==> src/rtl/uart_cmd_rx.sv <==
// uart_cmd_rx: buffers bytes from the UART receiver in a small FIFO and
// parses line-oriented ASCII commands ("I/D/S <hex>", "P") into an opcode
// plus a hex argument presented on a valid/ready handshake.
// Optional feature macro: UART_CMD_RX_ECHO_EN adds a registered echo port
// carrying every byte the parser consumes; the parser stalls on it.
module uart_cmd_rx #(
    parameter int DATA_W     = 16,
    parameter int FIFO_DEPTH = 16
) (
    input  logic              clk,
    input  logic              rst,
    input  logic              i_rx_valid,
    input  logic [7:0]        i_rx_data,
    output logic              o_cmd_valid,
    input  logic              i_cmd_ready,
    output logic [1:0]        o_cmd_op,
    output logic [DATA_W-1:0] o_cmd_data,
    output logic              o_err,
    output logic              o_ovf
`ifdef UART_CMD_RX_ECHO_EN
    ,
    output logic              o_echo_valid,
    output logic [7:0]        o_echo_data,
    input  logic              i_echo_ready
`endif
);

    localparam int AW   = $clog2(FIFO_DEPTH);
    localparam int MAXD = DATA_W / 4;
    localparam int CW   = $clog2(MAXD + 1);

    localparam logic [AW:0]   DEPTH_C = (AW + 1)'(FIFO_DEPTH);
    localparam logic [AW:0]   PTR_ONE = (AW + 1)'(1);
    localparam logic [CW-1:0] MAXD_C  = CW'(MAXD);
    localparam logic [CW-1:0] CNT_ONE = CW'(1);

    localparam logic [2:0] S_IDLE = 3'd0;
    localparam logic [2:0] S_ARG  = 3'd1;
    localparam logic [2:0] S_EOL  = 3'd2;
    localparam logic [2:0] S_OUT  = 3'd3;
    localparam logic [2:0] S_ERR  = 3'd4;

    localparam logic [1:0] OP_INS = 2'd0;
    localparam logic [1:0] OP_DEL = 2'd1;
    localparam logic [1:0] OP_SRC = 2'd2;
    localparam logic [1:0] OP_PRT = 2'd3;

    // ------------------------------------------------------------------
    // RX byte FIFO (pointers carry one extra wrap bit)
    // ------------------------------------------------------------------
    logic [7:0]  r_mem [FIFO_DEPTH];
    logic [AW:0] r_wptr;
    logic [AW:0] r_rptr;
    logic [AW:0] w_count;
    logic        w_empty;
    logic        w_full;
    logic [7:0]  w_head;
    logic        w_pop;
    logic        w_push;
    logic        w_echo_free;

    logic [2:0]        r_state;
    logic [1:0]        r_op;
    logic [DATA_W-1:0] r_acc;
    logic [CW-1:0]     r_cnt;
    logic              r_err;
    logic              r_ovf;

    assign w_count = r_wptr - r_rptr;
    assign w_empty = (r_wptr == r_rptr);
    assign w_full  = (w_count == DEPTH_C);
    assign w_head  = r_mem[r_rptr[AW-1:0]];

    // The parser owns the pop; it idles while a command is waiting in OUT.
    assign w_pop  = !w_empty && (r_state != S_OUT) && w_echo_free;
    // A full FIFO still takes the byte when the head leaves in the same cycle.
    assign w_push = i_rx_valid && (!w_full || w_pop);

    // FIFO storage write; contents need no reset because the pointers define validity
    always_ff @(posedge clk) begin
        if (w_push) begin
            r_mem[r_wptr[AW-1:0]] <= i_rx_data;
        end
    end

    // FIFO pointer update
    always_ff @(posedge clk) begin
        if (rst) begin
            r_wptr <= '0;
            r_rptr <= '0;
        end else begin
            if (w_push) begin
                r_wptr <= r_wptr + PTR_ONE;
            end
            if (w_pop) begin
                r_rptr <= r_rptr + PTR_ONE;
            end
        end
    end

    // Overflow pulse for a byte that found the FIFO full with no pop to make room
    always_ff @(posedge clk) begin
        if (rst) begin
            r_ovf <= 1'b0;
        end else begin
            r_ovf <= i_rx_valid && w_full && !w_pop;
        end
    end

    // ------------------------------------------------------------------
    // Byte classification of the FIFO head
    // ------------------------------------------------------------------
    logic       w_is_term;
    logic       w_is_space;
    logic       w_is_hex;
    logic [3:0] w_nibble;

    // Decode terminator / space / hex digit for the byte at the FIFO head
    always_comb begin
        w_is_term  = (w_head == 8'h0D) || (w_head == 8'h0A);
        w_is_space = (w_head == 8'h20);
        w_is_hex   = 1'b0;
        w_nibble   = '0;
        if (w_head >= "0" && w_head <= "9") begin
            w_is_hex = 1'b1;
            w_nibble = w_head[3:0];
        end else if ((w_head >= "A" && w_head <= "F") ||
                     (w_head >= "a" && w_head <= "f")) begin
            w_is_hex = 1'b1;
            w_nibble = w_head[3:0] + 4'd9;
        end
    end

    // ------------------------------------------------------------------
    // Line parser
    // ------------------------------------------------------------------
    // Parser state machine: consumes one popped byte per cycle
    always_ff @(posedge clk) begin
        if (rst) begin
            r_state <= S_IDLE;
            r_op    <= '0;
            r_acc   <= '0;
            r_cnt   <= '0;
            r_err   <= 1'b0;
        end else begin
            r_err <= 1'b0;
            case (r_state)
                S_IDLE: begin
                    if (w_pop) begin
                        if (w_is_term || w_is_space) begin
                            r_state <= S_IDLE;
                        end else if (w_head == "I" || w_head == "D" || w_head == "S") begin
                            r_op    <= (w_head == "I") ? OP_INS :
                                       (w_head == "D") ? OP_DEL : OP_SRC;
                            r_acc   <= '0;
                            r_cnt   <= '0;
                            r_state <= S_ARG;
                        end else if (w_head == "P") begin
                            r_op    <= OP_PRT;
                            r_acc   <= '0;
                            r_cnt   <= '0;
                            r_state <= S_EOL;
                        end else begin
                            r_state <= S_ERR;
                        end
                    end
                end
                S_ARG: begin
                    if (w_pop) begin
                        if (w_is_space && r_cnt == '0) begin
                            r_state <= S_ARG;
                        end else if (w_is_hex) begin
                            if (r_cnt == MAXD_C) begin
                                r_state <= S_ERR;
                            end else begin
                                r_acc <= {r_acc[DATA_W-5:0], w_nibble};
                                r_cnt <= r_cnt + CNT_ONE;
                            end
                        end else if (w_is_term) begin
                            if (r_cnt != '0) begin
                                r_state <= S_OUT;
                            end else begin
                                r_err   <= 1'b1;
                                r_state <= S_IDLE;
                            end
                        end else if (w_is_space) begin
                            r_state <= S_EOL;
                        end else begin
                            r_state <= S_ERR;
                        end
                    end
                end
                S_EOL: begin
                    if (w_pop) begin
                        if (w_is_space) begin
                            r_state <= S_EOL;
                        end else if (w_is_term) begin
                            r_state <= S_OUT;
                        end else begin
                            r_state <= S_ERR;
                        end
                    end
                end
                S_OUT: begin
                    if (i_cmd_ready) begin
                        r_state <= S_IDLE;
                    end
                end
                S_ERR: begin
                    if (w_pop && w_is_term) begin
                        r_err   <= 1'b1;
                        r_state <= S_IDLE;
                    end
                end
                default: begin
                    r_state <= S_IDLE;
                end
            endcase
        end
    end

    assign o_cmd_valid = (r_state == S_OUT);
    assign o_cmd_op    = r_op;
    assign o_cmd_data  = r_acc;
    assign o_err       = r_err;
    assign o_ovf       = r_ovf;

    // ------------------------------------------------------------------
    // Optional echo of consumed bytes
    // ------------------------------------------------------------------
`ifdef UART_CMD_RX_ECHO_EN
    logic       r_echo_valid;
    logic [7:0] r_echo_data;

    // A new byte may be popped only once the previous echo is taken (or in the same cycle)
    assign w_echo_free = !r_echo_valid || i_echo_ready;

    // Echo register: loads each popped byte, clears when accepted
    always_ff @(posedge clk) begin
        if (rst) begin
            r_echo_valid <= 1'b0;
            r_echo_data  <= '0;
        end else if (w_pop) begin
            r_echo_valid <= 1'b1;
            r_echo_data  <= w_head;
        end else if (i_echo_ready) begin
            r_echo_valid <= 1'b0;
        end
    end

    assign o_echo_valid = r_echo_valid;
    assign o_echo_data  = r_echo_data;
`else
    assign w_echo_free = 1'b1;
`endif

endmodule

==> config.mk <==
export PLATFORM = sky130hd
export DESIGN_NAME = uart_cmd_rx
export DESIGN_NICKNAME = d
export VERILOG_FILES = /design/src/rtl/uart_cmd_rx.sv
export SDC_FILE = /design/constraint.sdc
export NUM_CORES = 1
export LEC_CHECK = 0
export ABC_AREA = 1
export ABC_CLOCK_PERIOD_IN_PS = 7600
export CORE_MARGIN = 2
export CORE_UTILIZATION = 65
export CTS_BUF_LIST = sky130_fd_sc_hd__clkbuf_8 sky130_fd_sc_hd__clkbuf_16
export DETAILED_ROUTE_END_ITERATION = 6
export PLACE_DENSITY = 0.94
export SLEW_MARGIN = 10
export SYNTH_ARGS = -nofsm -noshare
export SYNTH_HDL_FRONTEND = slang
export SYNTH_SLANG_ARGS = --single-unit
==> constraint.sdc <==
create_clock -name clk -period 7.6 [get_ports clk]
set_input_delay 1.52 -clock clk [delete_from_list [all_inputs] [get_ports clk]]
set_output_delay 1.52 -clock clk [all_outputs]
set_load 0.03 [all_outputs]
* Yosys cells after proc, flatten, opt, wreduce, memory -nomap -nowiden
Memories as Yosys holds them, arrays and structs flattened. A register that Yosys moved wholly into a read port is not among the register bits.
Index checks and enable logic that the tools add are counted.
** Storage, ports and cells
- Register bits after elaboration :: 36
- Bits in latches :: 0
- RAM bits :: 128
- ROM bits :: 0
- Input bits :: 12
- Logic and storage cells :: 127
- Memories kept :: 1
** Operators by class
- Add/subtract/negate cells :: 5
- $mul :: 0
- Divide/modulo/power cells :: 0
- Magnitude comparators :: 6
- Eq/ne operators :: 26
- Shifts and indexed selects :: 0
- Muxes and demuxes :: 54
- Bitwise operators :: 1
- Reductions and logical operators :: 26
** Memories
- r_mem :: words 16, width 8, rd ports 1, clocked after Yosys merged registers in 1, write ports 1, line 51 : logic [7:0] r_mem [FIFO_DEPTH];
** Operator list (count)
- $mux W16 :: 8
- $mux W3 :: 23
- $eq A8 B7 Y1 const B :: 4
- $pmux W16 S2 :: 1
- $eq A8 B4 Y1 const B :: 2
- $ge A8 B7 Y1 const B :: 2
- $le A8 B7 Y1 const B :: 2
- $mux W4 :: 4
- $ne A2 B2 Y1 const B :: 8
- $pmux W3 S5 :: 1
- $add A5 B1 Y5 const B :: 2
- $mux W1 :: 10
- $mux W2 :: 5
- $logic_and A1 B1 Y1 :: 9
- $eq A8 B6 Y1 const B :: 1
- $ge A8 B6 Y1 const B :: 1
- $le A8 B6 Y1 const B :: 1
- $reduce_and A8 Y1 :: 1
- $eq A3 B2 Y1 const B :: 2
- $eq A3 B3 Y1 const B :: 2
- $logic_not A3 Y1 :: 2
- $logic_or A1 B1 Y1 :: 6
- $pmux W3 S2 :: 1
- $reduce_and A6 Y1 :: 1
- other kinds (16) :: 19

* Longest topological paths before layout
Gate-level depths: netlist of run 1.
- Depth after elaboration :: 10
- Gate-level depth with buffers :: 21
- Mapped depth without buffers :: 19

* Worst setup path before layout of run 1
Ideal clock, no wire load.
- Path kind :: input-to-reg
- Start :: input port i_rx_valid
- End :: memory r_mem[15][0] (enable)
- Arrival :: 2.259 ns
- Slack :: 4.966 ns
- Stages :: 4
- Buffers on the path :: 0
- Cells stage by stage :: nand2_1 inv_1 nand2_1 nor2_1
** On the way
- Cells in the longest elaborated chain, start to end :: 3
** Ends and longest elaborated chain
- start: declaration :: line 12 : input logic i_rx_valid,
- $logic_and A1 B1 Y1 :: line 77 : assign w_push = i_rx_valid && (!w_full || w_pop);
- $mux W1 :: line 81 : if (w_push) begin
- $mux W1 (implied by the code) :: line 82 : r_mem[r_wptr[AW-1:0]] <= i_rx_data;
- end: declaration :: line 51
Every way passes these cells.

==> flow_metrics.tcl, run 1 <==
set metrics [dict create \
    routed_wl_um 18910 \
    nets 867 \
    vias_per_cell 6.237 \
    stdcell_count 995 \
    final-seq-area_um2 4646 \
    synthFlopType "edfxtp_1" \
    yosysWarnings 0 \
    place.gp.congestion 0.8639 \
    grt_pass1_vias 5987 \
    whs_ns 0.4582 \
    antenna_left 0 \
    yosysSeqAreaShare_pct 59.66 \
    worst_clock_skew_ns 0.01007 \
    fin_crit_sh_pct 52.66 \
    cp_slowest_cell "buf_4" \
    grt_pass1_wl_um 29810 \
    die_w_um 113.4 \
    tightest_slew_ns 1.110 \
    peakVddDrop_mv 0.1950 \
    fin_crit_ns 4.002 \
    maxCapViolations 0 \
    rows 39 \
    core_um2 11560 \
    cts_setup_buffers 0 \
    crit_path_end_kind "register" \
    syn_area_um2 7785 \
    synth_cell_type_count 39 \
    io_buffers 32 \
    multi_input_area_um2 2530 \
    clockRootBuffer "clkbuf_16" \
    die_y_um 113.4 \
    endpoint "o_cmd_data[11]" \
    dieArea_um2 12870 \
    cts-resized-gates 0 \
    wl_per_cell_um 19.00 \
    rrSetupSlack_ns 3.60 \
    cpPeakStageDelay_ns 0.58 \
    io_pins 33 \
    drc_errors 0 \
    start_util_pct 67.32 \
    cp-start-kind "register" \
    cts.sink_count 168 \
    syn-num-nets 848 \
    synthToLayoutAreaGrowth_pct 11.25 \
    synth_edf_count 128 \
    required_ns 7.87 \
    final-hold-violation-count 0 \
    grt_max_degree 70 \
    crit_type "register to register" \
    holdBufCountCts 0 \
    cts_inserted_buffers 17 \
    tns_ns 0 \
    slew_viol_final 0 \
    synth.most_common_cell "nand2_1" \
    place_hpwl_um 11000 \
    hp-class "register to register" \
    cp_common_cell "nand3_1" \
    first_iter_violations 1113 \
    synth_commonest_cells "nand2_1 (214), edfxtp_1 (128), nand3_1 (96), inv_1 (93), nor2_1 (72)" \
    synth_top_area_share_pct 49.37 \
    vias 6206 \
    setup_viol 0 \
    drive_above_1_share_pct 6.690 \
    antenna_cells 0 \
    relSlewSlack_pct 26.02 \
    ys_top_cells_by_area "edfxtp_1 (49%), nand2_1 (10%), dfxtp_1 (10%)" \
    synth-seq-cells 168 \
    r2r.worst_path.cells 17 \
    r2r-end "o_cmd_data[11]" \
    avgSynthCellArea_um2 9.494 \
    clockBufferDepth 2 \
    cts_tree "done" \
    yosys.area.top_type "edfxtp_1" \
    power.total_mw 2.803 \
    dr.pass1.iters 6 \
    post-route-util_pct 74.89 \
    grt_antenna_before_repair 0 \
    grt_usage_pct 30.48 \
    arrival_ns 4.27 \
    powerDensity_nw_per_um2 323.6 \
    htreeDepth 4 \
    fmax_mhz 249.8 \
    p_leak_nw 3.472 \
    rsz0062_at_grt "false" \
    grt-ovfl-total 0 \
    synth_async_sr_flop_share_pct 0 \
    cts.reportedPaths.clkPinSlew_ns 0.06 \
    dp.cells 963 \
    synth_cells 820 \
    fill_cells 656 \
    status "complete, no violations" \
    cp_max_fo 69 \
    crit_chain "buf_4 > inv_4 > nor2_1 > nor2_1 > o21ai_0 > nand3_1 > nand3_1 > nand2_1 > inv_1 > ha_1 > nand3_1 > nor2_1 > nand3_1 > nand4_2 > nand4_4 > nand2_1 > a21oi_1" \
    insertion_delay_ns 0.44 \
]
## per-stage QoR
stage	area (um^2)	setup WS [ns]
6_report	8661	3.598
5_1_grt	8661	3.251
4_1_cts	8661	3.711
3_5_place_dp	8075	3.793
3_3_place_gp	8075	3.963
2_1_floorplan	7785	4.966
## logic make-up after synthesis
family                     after synthesis  synth area share [%]
adders and majority gates               16                 2.571
xor gates and xnor gates                 4                0.4501
buffers and inverters                  135                 8.004
DFF                                    168                 59.66
AOI/OAI and AO/OA                       75                 5.545
and+or+nand+nor                        422                 23.77
## final cells by class
type                    instances  share of cell area (%)
well taps                     143                   2.066
clock inverters                15                   1.849
clock buffers                  17                   4.912
flip-flops and latches        168                   53.64
inverters                     100                   4.363
repair buffers                 35                   3.958
multi-input cells             517                   29.21
## layer usage
layer | track usage [%] | share of wire (%)
met1 | 36.98 | 36
met2 | 51.34 | 48
met3 | 6.536 | 10
met4 | 16.50 | 5.4
met5 | 0 | 0
## critical path: cells and delay by family (launching register included)
family / cells / cell delay, ns
and+or+nand+nor: 11 / 1.97
buffers and inverters: 3 / 1.15
AOI/OAI and AO/OA: 2 / 0.19
DFF: 1 / 0.32
adders and majority gates: 1 / 0.18
## cells in the final DEF, fill, tap and decap left out, types with 2 or more instances in the layout
cell | netlist | final
nand2_2 | 4 | 4
o21ai_0 | 20 | 20
nor3_1 | 5 | 5
clkinv_1 | 0 | 4
nand3_2 | 4 | 4
ha_1 | 16 | 16
nand2_1 | 214 | 214
clkinv_4 | 0 | 2
o22ai_1 | 2 | 2
clkinv_2 | 0 | 2
nand3_1 | 96 | 96
clkdlybuf4s50_1 | 0 | 32
a21oi_1 | 34 | 34
nand4_1 | 18 | 18
nor3b_1 | 2 | 2
clkinvlp_4 | 0 | 2
clkbuf_16 | 0 | 17
nor2_1 | 72 | 72
inv_1 | 93 | 94
bufinv_16 | 0 | 3
o21ai_1 | 6 | 6
buf_4 | 4 | 3
o211ai_1 | 6 | 6
xor2_1 | 3 | 3
inv_2 | 6 | 6
edfxtp_1 | 128 | 128
dfxtp_1 | 40 | 39
## worst min path at each step
stage / start / endpoint / slack (ns) / cells past startpoint
global route: r_cnt[0] / r_cnt[0] / 0.48 / 1
CTS: r_cnt[0] / r_cnt[0] / 0.46 / 1
floorplan: r_cnt[0] / r_cnt[0] / 0.43 / 1
finish: r_cnt[0] / r_cnt[0] / 0.46 / 1
global placement: r_cnt[0] / r_cnt[0] / 0.45 / 1
detailed placement: r_cnt[0] / r_cnt[0] / 0.45 / 1
## power by group
part	internal, mW	total, mW	switching (mW)
clock	0.511	0.865	0.354
sequential	1.01	1.04	0.0247
combinational	0.240	0.901	0.661
total	1.76	2.80	1.04
## state kept, by name, summed over array words and instances, names as in the netlist, 2 cells and up, named ones only
register,count
r_mem,128
r_rptr,5
r_wptr,5
o_cmd_op,2
o_cmd_data,16
r_cnt,3
r_state,3
(Power assumes the default switching activity.)
==> run 2, diff against run 1 <==
- ABC_CLOCK_PERIOD_IN_PS: 7600 -> 3500
- CORE_UTILIZATION: 65 -> 55
- PLACE_DENSITY: 0.94 -> 0.85
- clock period: 7.6 -> 3.5 ns (I/O delays scaled with it)
==> flow_metrics.tcl, run 2 (same netlist as run 1, synthesis figures left out) <==
set metrics [dict create \
    powerDensity_nw_per_um2 677.9 \
    cp-start-kind "register" \
    wl_per_cell_um 16.01 \
    cts_setup_buffers 0 \
    drc_errors 0 \
    first_iter_violations 663 \
    wl_met2_um 8319 \
    tightest_slew_ns 0.8976 \
    final-hold-violation-count 0 \
    maxCapViolations 0 \
    tns_ns 0 \
    peakVddDrop_mv 0.5586 \
    mostFrequentLayoutCell "nand2_1" \
    grt-ovfl-total 0 \
    grt_max_degree 69 \
    dr.pass1.iters 5 \
    clockRootBuffer "clkbuf_16" \
    grt_antenna_before_repair 0 \
    fmax_mhz 334.9 \
    holdBufCountCts 0 \
    rsz0062_at_grt "false" \
    place.gp.congestion 0.9057 \
    cts.sink_count 168 \
    cp_slowest_cell "a21oi_4" \
    cts_inserted_buffers 17 \
    cp_max_fo 30 \
    setup_viol 0 \
    rrSetupSlack_ns 0.51 \
    whs_endpoint "o_cmd_data[12]" \
    nets 878 \
    cpPeakStageDelay_ns 0.43 \
    cts.reportedPaths.clkPinSlew_ns 0.07 \
    grt_usage_pct 23.29 \
    cts_tree "done" \
    htreeDepth 4 \
    holdPathStages 2 \
    fin_crit_ns 2.986 \
    arrival_ns 3.35 \
    required_ns 3.86 \
    crit_family "compound AO/OA/AOI/OAI gates" \
    io_buffers 32 \
    crit_buf_inv 1 \
    p_leak_nw 3.512 \
    die_w_um 123.0 \
    insertion_delay_ns 0.43 \
    drive_above_1_share_pct 8.237 \
    grt_pass1_vias 5377 \
    r2r.worst_path.cells 14 \
    r2r-end "r_cnt[0]" \
    io_pins 33 \
    dr_wl_met3_um 1213 \
    vias_per_cell 5.508 \
    largest_reg_flops 128 \
    dieArea_um2 15120 \
    status "complete, no violations" \
    start_util_pct 56.30 \
    place_hpwl_um 10530 \
    core_um2 13830 \
    hold_start "o_cmd_data[12]" \
    synthToLayoutAreaGrowth_pct 12.65 \
    die_y_um 123.0 \
    crit_path_end_kind "register" \
    fin_crit_sh_pct 85.33 \
    power.total_mw 5.945 \
    grt_pass1_wl_um 26510 \
    cts-resized-gates 0 \
    final_cell_mix "nand2_1 (214), edfxtp_1 (128), nand3_1 (96)" \
    worst_clock_skew_ns 0.006385 \
    vias 5739 \
    crit_type "register to register" \
    cp_common_cell "nand2_1" \
    relSlewSlack_pct 39.94 \
    rows 43 \
    routed_wl_um 16680 \
    clockBufferDepth 2 \
    crit_chain "buf_4 > o21ai_0 > o211ai_1 > nand3_1 > nand2_1 > ha_1 > nor2_1 > o21ai_2 > nand2_4 > a21oi_4 > nand3_1 > nand2_1 > nand2_1 > a21oi_1" \
    hp-class "register to register" \
    slew_viol_final 0 \
    antenna_cells 0 \
    met1_length_um 6766 \
    top_layer_used "met4" \
    antenna_left 0 \
]
[run 2: tightest hold or removal path: stages, from the launching register on]
cell and delay, ns:
dfxtp_1 0.31, nand2_1 0.06, a21oi_1 0.05
[run 2: metrics by stage]
stage               setup slack, ns  util [%]  area [um^2]  hold slack (ns)  cells
floorplan                     1.048         -         7785           0.4311    820
CTS                          0.5553     63.42         8770           0.4662   1042
detailed placement           0.6174     59.42         8217           0.4573   1011
finish                       0.5136     63.42         8770           0.4636   1042
global route                 0.2461     63.42         8770           0.4886   1042
global placement             0.7061     59.42         8217           0.4509   1011
[run 2: layout make-up]
cell class | instances | area, um^2
Clock inverter | 14 | 127.6
Clock buffer | 17 | 425.4
Tap cell | 180 | 225.2
Timing Repair Buffer | 46 | 437.9
Multi-Input combinational cell | 517 | 2530
Sequential cell | 168 | 4646
Inverter | 100 | 377.9
Fill cell | 1032 | 5057
[run 2: power by group]
part | internal, mW | switching (mW)
clock | 0.978 | 0.787
sequential | 2.20 | 0.0502
combinational | 0.573 | 1.36
total | 3.75 | 2.20
[run 2: how the worst max path moves through the flow]
| stage | start | to | slack, ns | depth (start not counted) |
|---|---|---|---|---|
| final | register | r_cnt[0] | 0.51 | 14 |
| after global routing | register | r_state[0] | 0.25 | 16 |
| after CTS | register | r_cnt[0] | 0.56 | 16 |
| after detailed placement | register | r_state[0] | 0.62 | 16 |
| after global placement | register | r_state[0] | 0.71 | 16 |
| after floorplan | register | o_cmd_data[0] | 1.05 | 19 |
[run 2: metal layers]
layer / vias to the layer above / GRT usage [%]
li1: 2791 / -
met1: 2667 / 29.51
met2: 251 / 38.85
met3: 30 / 5.443
met4: 0 / 9.304
met5: - / 0
==> run 3, diff against run 2 <==
- CORE_UTILIZATION: 55 -> 57
- CTS_BUF_LIST: sky130_fd_sc_hd__clkbuf_8 sky130_fd_sc_hd__clkbuf_16 -> sky130_fd_sc_hd__clkbuf_4
- PLACE_DENSITY: 0.85 -> 0.88
==> flow_metrics.tcl, run 3 (same netlist as run 1, synthesis figures left out) <==
set metrics [dict create \
    stdcell_count 1047 \
    final_cell_mix "nand2_1 (214), edfxtp_1 (128), nand3_1 (96)" \
    die_y_um 120.9 \
    die_w_um 120.9 \
    routed_wl_um 16450 \
    grt_antenna_before_repair 1 \
    cts-resized-gates 0 \
    place.gp.congestion 0.9320 \
    cts_inserted_buffers 17 \
    synthToLayoutAreaGrowth_pct 9.450 \
    tightest_slew_ns 0.8832 \
    final-hold-violation-count 0 \
    maxCapViolations 0 \
    p_sw_share_pct 39.49 \
    cp-start-kind "register" \
    p_leak_nw 3.419 \
    multi_input_area_um2 2539 \
    power.total_mw 5.210 \
    nets 885 \
    relSlewSlack_pct 40.90 \
    vias 5823 \
    grt_usage_pct 22.88 \
    wl_per_cell_um 15.71 \
    drc_errors 0 \
    cp_max_fo 43 \
    power.switching_mw 2.057 \
    holdBufCountCts 0 \
    io_pins 33 \
    clockRootBuffer "clkbuf_4" \
    share_comb_of_total_power_pct 36.6 \
    start_util_pct 58.55 \
    arrival_ns 3.70 \
    antenna_left 0 \
    fin_crit_sh_pct 91.85 \
    peakVddDrop_mv 0.3263 \
    fill_cells 1012 \
    intPower_mw 3.152 \
    drive_above_1_share_pct 9.080 \
    cp_slowest_cell "dfxtp_2" \
    htreeDepth 4 \
    largest_reg_flops 128 \
    powerDensity_nw_per_um2 611.4 \
    dieArea_um2 14610 \
    slew_viol_final 0 \
    cts_setup_buffers 0 \
    io_buffers 32 \
    hp-class "register to register" \
    grt_pass1_vias 5390 \
    stdcell_area_um2 8521 \
    place_hpwl_um 10910 \
    clockBufferDepth 2 \
    cpPeakStageDelay_ns 0.53 \
    grt-ovfl-total 0 \
    p_seq_share_pct 43.4 \
    dr.pass1.iters 5 \
    vias_per_cell 5.562 \
    setup_viol 0 \
    clkPwrFrac_pct 20.0 \
    rows 42 \
    required_ns 3.99 \
    crit_path_end_kind "register" \
    tns_ns 0 \
    fin_crit_ns 3.215 \
    cts.sink_count 168 \
    fmax_mhz 311.1 \
    grt_pass1_wl_um 25750 \
    crit_type "register to register" \
    final-seq-area_um2 4646 \
    cts.reportedPaths.clkPinSlew_ns 0.15 \
    placed_area_um2 8252 \
    insertion_delay_ns 0.56 \
    cp_common_cell "nor2_1" \
    grt_max_degree 44 \
    status "complete, no violations" \
    crit_chain "inv_4 > nor2_1 > nor2_1 > o21ai_0 > nand3_1 > nand3_1 > nand2_1 > inv_1 > ha_1 > nor2_1 > o21ai_2 > nand2_4 > a21oi_4 > nand4_1 > a21oi_1" \
    dp.cells 1014 \
    cts_tree "done" \
    mostFrequentLayoutCell "nand2_1" \
    worst_clock_skew_ns 0.02515 \
    core_um2 13300 \
    first_iter_violations 585 \
]
-- run 3: changes by cell type in the layout (fill, tap and decap cells not counted), sizes merged --
cell,previous run,this run
clkinv,7,4
clkbuf,17,21
diode,0,1
clkinvlp,3,4
buf,14,21
inv,103,102
-- run 3: critical path, delay by kind of cell, from the launching register on --
family | cells | cell delay, ns
and+or+nand+nor | 8 | 0.98
AOI/OAI and AO/OA | 4 | 0.97
DFF | 1 | 0.53
buffers and inverters | 2 | 0.40
adders and majority gates | 1 | 0.23
-- run 3: routing by layer --
layer	part of all wire (%)	global-route usage, %	up-vias
met2	49	37.29	299
met4	3.1	10.61	0
met1	39	29.87	2671
met5	0	0	-
met3	8.8	4.182	45
li1	-	-	2808
-- run 3: area by class of cell --
type,instances,share of cell area (%)
multi-input combinational,517,29.79
clock inverter,11,1.175
sequential,168,54.52
tap,176,2.584
clock buffer,21,1.850
inverter,100,4.435
timing repair buffer,53,5.609
antenna,1,0.02937
-- run 3: power groups by stage --
stage	Sequential [mW]	Combinational [mW]	Clock, mW
after floorplan	2.27	1.53	0
after global placement	2.30	1.78	0
after detailed placement	2.30	1.85	0
after CTS	2.26	1.86	1.04
after global routing	2.27	2.11	1.11
final	2.26	1.91	1.04
-- run 3: worst paths after layout --
path | startpoint | to | slack, ns | cells past startpoint
worst max register to register | register | o_cmd_data[0] | 0.29 | 15
worst min-delay path | o_cmd_data[14] | o_cmd_data[14] | 0.47 | 2
worst max-delay path | register | o_cmd_data[0] | 0.29 | 15
worst min register to register | o_cmd_data[14] | o_cmd_data[14] | 0.47 | 2
-- run 3: through the flow --
step                      util (%)  setup slack, ns  hold WS [ns]
after floorplan                  -            1.048        0.4311
after global placement       62.06           0.5737        0.4481
after detailed placement     62.06           0.3876        0.4583
after CTS                    64.00           0.3456        0.4766
after global routing         64.09        -0.003487        0.5021
final                        64.09           0.2853        0.4709
